## config.mk

```make
export PLATFORM = sky130hd
export DESIGN_NAME = tx_pkt_scheduler_flat
export DESIGN_NICKNAME = d
export VERILOG_FILES = /design/src/rtl/tx_pkt_scheduler_pkg.sv /design/src/rtl/tx_pkt_scheduler_if.sv /design/src/rtl/tx_pkt_scheduler_rr_arb2.sv /design/src/rtl/tx_pkt_scheduler.sv /design/src/flat_wrapper.sv
export SDC_FILE = /design/constraint.sdc
export NUM_CORES = 1
export LEC_CHECK = 0
export CAP_MARGIN = 10
export CELL_PAD_IN_SITES_DETAIL_PLACEMENT = 0
export CELL_PAD_IN_SITES_GLOBAL_PLACEMENT = 1
export CORE_UTILIZATION = 30
export CTS_CLUSTER_SIZE = 12
export DETAILED_ROUTE_END_ITERATION = 10
export HOLD_SLACK_MARGIN = 0.02
export PLACE_DENSITY = 0.8
export SETUP_SLACK_MARGIN = 0.4
export SLEW_MARGIN = 20
export SYNTH_ARGS = -nofsm -noshare
export SYNTH_HDL_FRONTEND = slang
export SYNTH_SLANG_ARGS = --single-unit
export TNS_END_PERCENT = 5
```

## constraint.sdc

```tcl
create_clock -name clk -period 8.07 [get_ports clk]
set_input_delay 1.614 -clock clk [delete_from_list [all_inputs] [get_ports clk]]
set_output_delay 1.614 -clock clk [all_outputs]
set_load 0.05 [all_outputs]
```

## src/rtl/tx_pkt_scheduler_pkg.sv

```systemverilog
// Shared TX-path definitions for the transmit scheduler and the packetizer.
//   - state_t   : one-hot scheduler state encoding
//   - hdr_t     : latched per-packet header (length in bits, modulation flag)
//   - beats_of(): payload bits -> AXIS beats (BPSK 1 bit/beat, QPSK 2 bits/beat)
//   - GAP_CYCLES_DEF : default idle gap after packet completion
package tx_pkt_scheduler_pkg;

    localparam int LEN_W          = 16;
    localparam int GAP_CYCLES_DEF = 4;

    typedef enum logic [4:0] {
        ST_IDLE   = 5'b00001,
        ST_LOAD   = 5'b00010,
        ST_STREAM = 5'b00100,
        ST_DRAIN  = 5'b01000,
        ST_GAP    = 5'b10000
    } state_t;

    typedef struct packed {
        logic [LEN_W-1:0] len;
        logic             is_bpsk;
    } hdr_t;

    // QPSK carries two payload bits per symbol beat; an odd trailing bit is dropped.
    function automatic logic [LEN_W-1:0] beats_of(input logic [LEN_W-1:0] len_bits,
                                                  input logic             is_bpsk);
        return is_bpsk ? len_bits : {1'b0, len_bits[LEN_W-1:1]};
    endfunction

endpackage

```

## src/rtl/tx_pkt_scheduler_if.sv

```systemverilog
// AXI-Stream style payload channel with header sideband.
//   tdata/tvalid/tready/tlast : usual stream handshake
//   tuser : modulation flag (1 = BPSK, 0 = QPSK)
//   len   : payload length in bits, stable while tvalid is high
// On the scheduler output, len carries the latched payload_length and tuser
// the latched is_bpsk of the granted packet.
interface tx_pkt_scheduler_if
    import tx_pkt_scheduler_pkg::*;
#(
    parameter int BYTES = 1
);
    logic [BYTES*8-1:0] tdata;
    logic               tvalid;
    logic               tready;
    logic               tlast;
    logic               tuser;
    logic [LEN_W-1:0]   len;

    modport master (output tdata, tvalid, tlast, tuser, len, input tready);
    modport slave  (input tdata, tvalid, tlast, tuser, len, output tready);
endinterface

```

## src/rtl/tx_pkt_scheduler_rr_arb2.sv

```systemverilog
// Two-requester round-robin arbiter.
//   clk, rst : clock, synchronous active-high reset
//   req[1:0] : request vector
//   adv      : commit the current winner as the last-granted source
//   win_idx  : index of the winning requester (valid when req != 0)
// last_grant resets to 1 so requester 0 wins the first contention.
module rr_arb2 (
    input  logic       clk,
    input  logic       rst,
    input  logic [1:0] req,
    input  logic       adv,
    output logic       win_idx
);
    logic last_grant;

    always_comb begin
        case (req)
            2'b01:   win_idx = 1'b0;
            2'b10:   win_idx = 1'b1;
            default: win_idx = ~last_grant;
        endcase
    end

    always_ff @(posedge clk) begin
        if (rst)      last_grant <= 1'b1;
        else if (adv) last_grant <= win_idx;
    end
endmodule

```

## src/rtl/tx_pkt_scheduler.sv

```systemverilog
// Two-source TX scheduler in front of the packetizer. Grants one source at a
// time round-robin, latches its header, forwards exactly one packet with a
// generated tlast, waits for pkt_done from the packetizer, then holds an idle
// gap so the packetizer always sees tvalid low between packets.
//   clk, rst   : symbol clock, synchronous active-high reset
//   enable     : allows new grants (only looked at in IDLE)
//   s0, s1     : source streams (slave side)
//   m          : packetizer stream; m.len = payload_length, m.tuser = is_bpsk
//   pkt_done   : packetizer end-of-packet pulse
//   grant      : one-hot active source, busy : not IDLE
//   err_tlast  : source tlast disagreed with generated tlast
//   err_len    : zero-beat request rejected
//   pkt_count  : completed packets (wraps)
module tx_pkt_scheduler
    import tx_pkt_scheduler_pkg::*;
#(
    parameter int BYTES      = 1,
    parameter int GAP_CYCLES = GAP_CYCLES_DEF
) (
    input  logic                 clk,
    input  logic                 rst,
    input  logic                 enable,
    tx_pkt_scheduler_if.slave    s0,
    tx_pkt_scheduler_if.slave    s1,
    tx_pkt_scheduler_if.master   m,
    input  logic                 pkt_done,
    output logic [1:0]           grant,
    output logic                 busy,
    output logic                 err_tlast,
    output logic                 err_len,
    output logic [15:0]          pkt_count
);
    localparam int         DW     = BYTES * 8;
    localparam logic [7:0] GAP_LD = 8'(GAP_CYCLES);

    state_t           state, state_nxt;
    hdr_t             hdr_q;
    logic [LEN_W-1:0] beat_cnt;
    logic [7:0]       gap_cnt;

    logic [1:0]       req;
    logic             arb_go, win_idx, zero_req, accept;
    logic [LEN_W-1:0] win_len, win_beats;
    logic             win_bpsk;

    logic             sel, sel_tvalid, sel_tlast, last_beat, xfer;
    logic [DW-1:0]    sel_tdata;

    assign req    = {s1.tvalid, s0.tvalid};
    assign arb_go = (state == ST_IDLE) && enable && (req != 2'b00);

    // The arbiter advances on rejections too, so a zero-length source
    // cannot starve the other one.
    rr_arb2 u_arb (
        .clk     (clk),
        .rst     (rst),
        .req     (req),
        .adv     (arb_go),
        .win_idx (win_idx)
    );

    assign win_len   = win_idx ? s1.len   : s0.len;
    assign win_bpsk  = win_idx ? s1.tuser : s0.tuser;
    assign win_beats = beats_of(win_len, win_bpsk);
    assign zero_req  = arb_go && (win_beats == '0);
    assign accept    = arb_go && !zero_req;

    assign sel        = grant[1];
    assign sel_tdata  = sel ? s1.tdata  : s0.tdata;
    assign sel_tvalid = sel ? s1.tvalid : s0.tvalid;
    assign sel_tlast  = sel ? s1.tlast  : s0.tlast;
    assign last_beat  = (beat_cnt == 16'd1);
    assign xfer       = (state == ST_STREAM) && sel_tvalid && m.tready;

    assign busy    = (state != ST_IDLE);
    assign m.len   = hdr_q.len;
    assign m.tuser = hdr_q.is_bpsk;

    always_comb begin
        state_nxt = state;
        m.tdata   = '0;
        m.tvalid  = 1'b0;
        m.tlast   = 1'b0;
        s0.tready = 1'b0;
        s1.tready = 1'b0;
        case (state)
            ST_IDLE:   if (accept) state_nxt = ST_LOAD;
            ST_LOAD:   state_nxt = ST_STREAM;
            ST_STREAM: begin
                m.tdata  = sel_tdata;
                m.tvalid = sel_tvalid;
                m.tlast  = last_beat;
                if (sel) s1.tready = m.tready;
                else     s0.tready = m.tready;
                if (xfer && last_beat) state_nxt = ST_DRAIN;
            end
            ST_DRAIN:  if (pkt_done) state_nxt = ST_GAP;
            ST_GAP:    if (gap_cnt == 8'd1) state_nxt = ST_IDLE;
            default:   state_nxt = ST_IDLE;
        endcase
    end

    always_ff @(posedge clk) begin
        if (rst) begin
            state     <= ST_IDLE;
            grant     <= 2'b00;
            hdr_q     <= '{len: '0, is_bpsk: 1'b1};
            beat_cnt  <= '0;
            gap_cnt   <= '0;
            pkt_count <= '0;
            err_tlast <= 1'b0;
            err_len   <= 1'b0;
        end else begin
            state     <= state_nxt;
            err_len   <= zero_req;
            // Source tlast is only checked; the generated tlast sets length.
            err_tlast <= xfer && (sel_tlast != last_beat);
            case (state)
                ST_IDLE: if (accept) begin
                    grant    <= win_idx ? 2'b10 : 2'b01;
                    hdr_q    <= '{len: win_len, is_bpsk: win_bpsk};
                    beat_cnt <= win_beats;
                end
                ST_STREAM: if (xfer) beat_cnt <= beat_cnt - 16'd1;
                ST_DRAIN: if (pkt_done) begin
                    pkt_count <= pkt_count + 16'd1;
                    gap_cnt   <= GAP_LD;
                end
                ST_GAP: begin
                    if (gap_cnt == 8'd1) grant <= 2'b00;
                    else                 gap_cnt <= gap_cnt - 8'd1;
                end
                default: ;
            endcase
        end
    end
endmodule

```

## src/flat_wrapper.sv

```systemverilog
// flat-port wrapper written by rule: the top's interface ports become plain ports
module tx_pkt_scheduler_flat import tx_pkt_scheduler_pkg::*;
#(
    parameter int BYTES      = 1,
    parameter int GAP_CYCLES = GAP_CYCLES_DEF
)
  (clk, rst, enable, pkt_done, grant, busy, err_tlast, err_len, pkt_count, s0_tdata, s0_tvalid, s0_tlast, s0_tuser, s0_len, s0_tready, s1_tdata, s1_tvalid, s1_tlast, s1_tuser, s1_len, s1_tready, m_tdata, m_tvalid, m_tlast, m_tuser, m_len, m_tready);
  tx_pkt_scheduler_if #(.BYTES(BYTES)) s0_i ();
  tx_pkt_scheduler_if #(.BYTES(BYTES)) s1_i ();
  tx_pkt_scheduler_if #(.BYTES(BYTES)) m_i ();
  input  logic clk;
  input  logic rst;
  input  logic enable;
  input  logic pkt_done;
  output logic [1:0] grant;
  output logic busy;
  output logic err_tlast;
  output logic err_len;
  output logic [15:0] pkt_count;
  input wire logic [$bits(s0_i.tdata)-1:0] s0_tdata;
  input wire logic [$bits(s0_i.tvalid)-1:0] s0_tvalid;
  input wire logic [$bits(s0_i.tlast)-1:0] s0_tlast;
  input wire logic [$bits(s0_i.tuser)-1:0] s0_tuser;
  input wire logic [$bits(s0_i.len)-1:0] s0_len;
  output wire logic [$bits(s0_i.tready)-1:0] s0_tready;
  input wire logic [$bits(s1_i.tdata)-1:0] s1_tdata;
  input wire logic [$bits(s1_i.tvalid)-1:0] s1_tvalid;
  input wire logic [$bits(s1_i.tlast)-1:0] s1_tlast;
  input wire logic [$bits(s1_i.tuser)-1:0] s1_tuser;
  input wire logic [$bits(s1_i.len)-1:0] s1_len;
  output wire logic [$bits(s1_i.tready)-1:0] s1_tready;
  output wire logic [$bits(m_i.tdata)-1:0] m_tdata;
  output wire logic [$bits(m_i.tvalid)-1:0] m_tvalid;
  output wire logic [$bits(m_i.tlast)-1:0] m_tlast;
  output wire logic [$bits(m_i.tuser)-1:0] m_tuser;
  output wire logic [$bits(m_i.len)-1:0] m_len;
  input wire logic [$bits(m_i.tready)-1:0] m_tready;
  assign s0_i.tdata = s0_tdata;
  assign s0_i.tvalid = s0_tvalid;
  assign s0_i.tlast = s0_tlast;
  assign s0_i.tuser = s0_tuser;
  assign s0_i.len = s0_len;
  assign s0_tready = s0_i.tready;
  assign s1_i.tdata = s1_tdata;
  assign s1_i.tvalid = s1_tvalid;
  assign s1_i.tlast = s1_tlast;
  assign s1_i.tuser = s1_tuser;
  assign s1_i.len = s1_len;
  assign s1_tready = s1_i.tready;
  assign m_tdata = m_i.tdata;
  assign m_tvalid = m_i.tvalid;
  assign m_tlast = m_i.tlast;
  assign m_tuser = m_i.tuser;
  assign m_len = m_i.len;
  assign m_i.tready = m_tready;
  tx_pkt_scheduler #(.BYTES(BYTES), .GAP_CYCLES(GAP_CYCLES)) u_core (.clk(clk), .rst(rst), .enable(enable), .s0(s0_i), .s1(s1_i), .m(m_i), .pkt_done(pkt_done), .grant(grant), .busy(busy), .err_tlast(err_tlast), .err_len(err_len), .pkt_count(pkt_count));
endmodule
```

==> summary.md, run 1 <==
| Metric | Value |
|---|---|
| Status | complete, no violations |
| Mapped Area | 0.00431 mm^2 |
| P&R area growth vs syn | 34.1% |
| Worst IR Drop VDD | 0.0734 mV |
| WP data arrival | 3.29 ns |
| Iteration-0 DRC Markers | 241 |
| Worst setup SP type | input pin |
| Slowest-stage cell, CP | clkdlybuf4s50_1 |
| Core Box Area | 0.0139 mm^2 |
| Logic pwr share | 24.3% |
| Final wirelength | 13.8 mm |
| Sw Pwr | 0.000327 W |
| TritonCTS buffer count | 9 |
| Cell Int Power | 0.000687 W |
| Sequential fraction of the synthesis area | 31.1% |
| Avg WL per Cell | 17.0 um |
| Place WS | 2.54 ns |
| Number of max-slew violations in the final report | 0 |
| Global-route wire length before repair | 22.5 mm |
| Worst r2r src | u_core.state[1] |
| Die area | 0.0149 mm^2 |
| CTS resizes | 0 |
| Nets@finish | 695 |
| Worst path max stage delay | 0.82 ns |
| Grt ovf | 0 |
| MaxCap Viol Count | 0 |
| TNS Setup | 0 ns |
| Cell count after synthesis | 544 |
| Cells along the critical path | clkdlybuf4s50_1 -> mux2i_1 -> nor2_1 -> clkdlybuf4s50_1 |
| Syn_nets | 610 |
| DP HPWL | 9.95 mm |
| CP Capture Type | primary output |
| CTS Hold Bufs | 0 |
| Most common cell on crit path | clkdlybuf4s50_1 |
| Num Clock Sinks | 67 |
| CP required | 6.46 ns |
| Async SR Flop Fraction | 0% |
| Simple-gate area share of the yosys netlist | 27.5% |
| Main combinational cell family by area after synthesis | simple AND/OR/NAND/NOR gates |
| Initial core utilization | 31.0% |
| Main synth FF type | dfxtp_1 |
| Register-to-Register Path Depth | 6 |
| Synth top cells by count | nor2_1, dfxtp_1, nand2_1, mux2i_1, nor3_1 |
| Worst hold stages | 2 |
| Worst-path clk slew | 0.06 ns |
| Hold crit path type | flop to flop |
| Final Skew | 0.0102 ns |
| Layout cell share with drive strength beyond 1 | 8.20% |
| Post-Synth XOR/XNOR Area | 4.67% |
| Adder-Cell Fraction of Synth Area | 2.03% |
| Largest fanout on the critical path | 3 |
| Unrepaired setup endpoints after global routing | no |
| Origin of the worst min-delay path | u_core.beat_cnt[9] |
| Vias in the first global route | 4308 |
| Setup slack after layout | 3.16 ns |
| Clock power frac | 39.8% |
| CTS root buf | clkbuf_16 |
| Yosys reg bits | 67 |
| Setup violators final | 0 |
| Mux share of post-synthesis cell area | 9.20% |
| Antenna violations before repair | 0 |
| Vias/cell | 5.45 |
| H-Tree Depth | 3 |
| Measured slew at the worst slew-check pin | 1.03 ns |
| Antenna cells | 0 |
| Fmax | 204 MHz |
| Post-synthesis cell type count | 63 |
| YS warnings | 0 |
| Antenna Nets Post-Route | 0 |
| Die Wd | 122 um |
| Syn_area_per_cell | 7.93 um^2 |
| Count leader, synth | nor2_1 |
| CTS max path bufs | 2 |
| Fin crit period | 4.91 ns |
| Setup CP Type | input pin to primary output |
| Lkg Pwr | 2.05 nW |
| Clk Latency, worst-skew pair | 0.34 ns |
| Synth top area share | 31.1% |
| Io pins | 109 |
| Final Hold Viols | 0 |
| # DRC | 0 |
| Vias | 4438 |
| Synth area leaders | dfxtp_1, mux2i_1, nor2_1, a311oi_2, nand2_1 |
| EDFF count, synth | 0 |
| Largest net degree at the start of global routing | 62 |
| Flop2flop setup slack | 5.02 ns |
| Period utilisation layout | 60.8% |
| Slew headroom | 31.0% |
| Setup repair bufs after CTS | 0 |
| Largest area contributor in the netlist | dfxtp_1 |
| Worst reg2reg endpoint | u_core.beat_cnt[4] |
| Core Rows | 43 |
| Tot GR Track Use | 19.4% |
| CTS tree | built |
| Compound-cell area share of the yosys netlist | 20.6% |
| Worst hold endpoint | u_core.beat_cnt[9] |
| Die Ht | 122 um |
| Share of power burned in registers | 35.8% |
| Drt pass-1 iters | 5 |
| Port Buffer Count | 108 |
| Gpl congestion | 0.811 |
| Sw frac | 32.3% |
| Power Density | 175 mW/mm^2 |
[stage by stage]
step,utilization [%],area (um^2),hold WS [ns],cells,power [W]
after global routing,41.5,5780,0.517,814,0.00106
after global placement,39.3,5480,0.467,798,0.000612
after floorplan,-,4310,0.449,544,0.000527
after detailed placement,39.3,5480,0.470,798,0.000616
after CTS,41.5,5780,0.480,814,0.00102
final,41.5,5780,0.481,814,0.00101
[how the worst max path moves through the flow]
stage                                endpoint  slack [ns]      start
after detailed placement  u_core.beat_cnt[13]        2.54  s1_tvalid
after global routing       u_core.beat_cnt[7]        3.04  s1_tvalid
after global placement    u_core.beat_cnt[13]        2.68  s1_tvalid
final                                m_tvalid        3.16  s1_tvalid
after CTS                 u_core.beat_cnt[13]        2.93  s1_tvalid
after floorplan                      m_tvalid        4.03  s1_tvalid
[critical path: cells and delay by family]
family                 cells  cell delay, ns
AND/OR/NAND/NOR            1            0.16
multiplexers               1            0.19
buffers and inverters      2            1.33
[area by class of cell]
class | count | area, um^2
timing repair buffer | 111 | 1090
sequential | 67 | 1340
clock inverter | 7 | 77.6
inverter | 12 | 45.0
multi-input combinational | 428 | 2780
fill | 1376 | 8150
tap | 180 | 225
clock buffer | 9 | 225
[flip-flops by register name, summed over array words and instances (netlist names)]
signal	cells
u_core.u_arb.last_grant	1
u_core.state	5
u_core.beat_cnt	16
u_core.pkt_count	16
u_core.m.len	16
u_core.m.tuser	1
u_core.err_len	1
u_core.gap_cnt	8
u_core.grant	2
u_core.err_tlast	1
[per-layer routing]
| metal | track usage, % | vias up | share of wire (%) |
|---|---|---|---|
| li1 | - | 2151 | - |
| met3 | 3.04 | 20 | 5.3 |
| met2 | 31.0 | 143 | 47 |
| met1 | 26.2 | 2124 | 46 |
| met5 | 0 | - | 0 |
| met4 | 7.25 | 0 | 1.9 |
[cell families after synthesis]
| kind of cell | Yosys count |
|---|---|
| simple gates | 248 |
| buf+inv | 49 |
| mux | 39 |
| fa+ha+maj | 7 |
| flops | 67 |
| compound gates | 111 |
| xor+xnor | 23 |
[power groups by stage]
| stage | clock, W | sequential (W) | combinational [W] |
|---|---|---|---|
| 2_1_floorplan | 0 | 0.000397 | 0.000130 |
| 3_3_place_gp | 0 | 0.000370 | 0.000242 |
| 3_5_place_dp | 0 | 0.000370 | 0.000245 |
| 4_1_cts | 0.000408 | 0.000363 | 0.000246 |
| 5_1_grt | 0.000425 | 0.000366 | 0.000266 |
| 6_report | 0.000404 | 0.000364 | 0.000247 |
[placed cells by master (no fill, tap or decap), types with 5 or more instances in the layout]
cell / count
nand2_1: 64
and3_1: 8
a21oi_1: 18
dfxtp_1: 67
o22ai_1: 7
nor4b_1: 5
nor4_1: 8
nor2b_1: 8
o21ai_0: 20
mux2_2: 5
xor2_1: 7
inv_1: 12
nand3_1: 19
mux2i_1: 34
nand4_1: 7
a311oi_2: 16
a211oi_1: 14
clkbuf_16: 9
xnor2_1: 16
clkdlybuf4s50_1: 106
nor2_1: 76
nor3_1: 29
ha_1: 7
No activity file was read; power rests on OpenSTA's default activity.
==> run 2: changes to the inputs <==
==> constraint.sdc (replaced) <==
create_clock -name clk -period 5 [get_ports clk]
set_input_delay 1 -clock clk [delete_from_list [all_inputs] [get_ports clk]]
set_output_delay 1 -clock clk [all_outputs]
set_load 0.05 [all_outputs]
==> summary.md, run 2 (same netlist as run 1, synthesis figures left out) <==
| Metric | Value |
|---|---|
| Cells after DPL | 807 (was 798) |
| Antenna violations before repair | 0 (unchanged) |
| CTS root buf | clkbuf_16 (unchanged) |
| MaxCap Viol Count | 0 (unchanged) |
| Global-route wire length before repair | 22.4 mm (was 22.5 mm) |
| Hold crit path type | flop to flop (unchanged) |
| Slowest-stage cell, CP | clkdlybuf4s50_1 (unchanged) |
| Setup repair bufs after CTS | 0 (unchanged) |
| Drt pass-1 iters | 5 (unchanged) |
| Antenna Nets Post-Route | 0 (unchanged) |
| Cells along the critical path | or3b_1 -> or3_1 -> buf_4 -> nor2_1 -> clkdlybuf4s50_1 (was clkdlybuf4s50_1 -> mux2i_1 -> nor2_1 -> clkdlybuf4s50_1) |
| Final wirelength | 14.1 mm (was 13.8 mm) |
| Worst-path clk slew | 0.06 ns (about the same) |
| Io pins | 109 (unchanged) |
| Number of max-slew violations in the final report | 0 (unchanged) |
| Num Clock Sinks | 67 (unchanged) |
| H-Tree Depth | 3 (unchanged) |
| Fin crit period | 4.06 ns |
| Gpl congestion | 0.840 (was 0.811) |
| Port Buffer Count | 108 (unchanged) |
| Fmax | 246 MHz |
| Worst setup SP type | flop (was input pin) |
| Iteration-0 DRC Markers | 282 (was 241) |
| Final Power | 0.00168 W (was 0.00101 W) |
| Clk Latency, worst-skew pair | 0.34 ns (about the same) |
| Critical path buffer and inverter count | 2 (unchanged) |
| # DRC | 0 (unchanged) |
| Layout cell share with drive strength beyond 1 | 9.02% (was 8.20%) |
| Final Skew | 0.00571 ns (was 0.0102 ns) |
| Lkg Pwr | 2.08 nW (was 2.05 nW) |
| Antenna cells | 0 (unchanged) |
| Worst path max stage delay | 0.83 ns (was 0.82 ns) |
| TNS Setup | 0 ns (unchanged) |
| P&R area growth vs syn | 35.9% (was 34.1%) |
| Vias | 4503 (was 4438) |
| Measured slew at the worst slew-check pin | 0.806 ns (was 1.03 ns) |
| Power Density | 286 mW/mm^2 (was 175 mW/mm^2) |
| Core Box Area | 0.0139 mm^2 (unchanged) |
| Post-Layout Cell Count | 823 (was 814) |
| Vias in the first global route | 4380 (was 4308) |
| Largest net degree at the start of global routing | 61 (was 62) |
| Final Hold Viols | 0 (unchanged) |
| Period utilisation layout | 81.2% |
| # fillers | 1383 (was 1376) |
| WP data arrival | 3.06 ns (was 3.29 ns) |
| CP Capture Type | primary output (unchanged) |
| Slew headroom | 45.5% (was 31.0%) |
| Most frequent cells in the layout | clkdlybuf4s50_1, nor2_1, dfxtp_1, nand2_1, mux2i_1 (unchanged) |
| Tot GR Track Use | 19.5% (was 19.4%) |
| Initial core utilization | 31.0% (unchanged) |
| CTS max path bufs | 2 (unchanged) |
| Delay-heaviest family, CP | simple AND/OR/NAND/NOR gates (was buffers and inverters) |
| TritonCTS buffer count | 9 (unchanged) |
| Design area | 0.00586 mm^2 (was 0.00578 mm^2) |
| CP required | 4.00 ns (was 6.46 ns) |
| Setup violators final | 0 (unchanged) |
| Worst IR Drop VDD | 0.109 mV (was 0.0734 mV) |
| Die area | 0.0149 mm^2 (unchanged) |
| Commonest non-fill, non-tap cell in the layout | clkdlybuf4s50_1 (unchanged) |
| Die Wd | 122 um (unchanged) |
| Status | complete, no violations (unchanged) |
| CTS tree | built (unchanged) |
| Nets@finish | 704 (was 695) |
| CTS resizes | 0 (unchanged) |
| Die Ht | 122 um (unchanged) |
| Placed Area | 0.00555 mm^2 (was 0.00548 mm^2) |
| Vias/cell | 5.47 (was 5.45) |
| Unrepaired setup endpoints after global routing | no (unchanged) |
| CTS Hold Bufs | 0 (unchanged) |
| Setup CP Type | flop to primary output (was input pin to primary output) |
| Core Rows | 43 (unchanged) |
| Largest fanout on the critical path | 17 (was 3) |
| Grt ovf | 0 (unchanged) |
| DP HPWL | 10.3 mm (was 9.95 mm) |
| Avg WL per Cell | 17.1 um (was 17.0 um) |
## run 2: changes by cell type in the layout (fill, tap and decap cells not counted)
cell             change
o31a_4               -1
o31a_2               +1
clkinv_4             -3
bufinv_16            +1
clkbuf_1             +1
clkdlybuf4s50_1      +1
or3_2                -1
buf_2                -1
buf_4                +9
clkinvlp_4           +1
or3_1                +1
## run 2: worst paths after layout
check / start / to / slack, ns / depth (start not counted)
worst max-delay path: u_core.state[2] / m_tlast / 0.94 / 5
worst min-delay path: u_core.beat_cnt[9] / u_core.beat_cnt[9] / 0.48 / 2
worst max register to register: u_core.state[2] / u_core.beat_cnt[8] / 1.91 / 8
worst min register to register: u_core.beat_cnt[9] / u_core.beat_cnt[9] / 0.48 / 2
## run 2: through the flow
step                worst slack [ns]  utilization, %  hold slack [ns]
floorplan                       1.74               -            0.449
global placement               0.877            39.8            0.468
detailed placement             0.756            39.8            0.474
CTS                            0.931            42.1            0.482
global route                   0.789            42.1            0.516
finish                         0.940            42.1            0.484
## run 2: layer usage
| metal | vias up | global-route usage [%] | wire length [um] |
|---|---|---|---|
| met5 | - | 0 | 0 |
| met4 | 0 | 9.10 | 357 |
| met3 | 31 | 3.56 | 801 |
| met2 | 153 | 30.7 | 6550 |
| met1 | 2154 | 25.7 | 6390 |
| li1 | 2165 | - | - |
## run 2: report_power, final
part / leakage [nW] / switching (W) / internal, W
combinational: 1.39 / 0.000246 / 0.000162
sequential: 0.546 / 0.0000245 / 0.000562
clock: 0.149 / 0.000246 / 0.000437
total: 2.08 / 0.000516 / 0.00116
## run 2: layout make-up
cell class	instances	area [um^2]	area share (%)
Timing Repair Buffer	120	1170	19.9
Tap cell	180	225	3.84
Multi-Input combinational cell	428	2770	47.2
Inverter	12	45.0	0.768
Sequential cell	67	1340	22.9
Clock buffer	10	229	3.91
Clock inverter	6	88.8	1.52
## run 2: tightest hold or removal path: cells and delay by family, from the launching register on
| kind | cells | cell delay [ns] |
|---|---|---|
| compound gates | 1 | 0.06 |
| flops | 1 | 0.32 |
| simple gates | 1 | 0.05 |
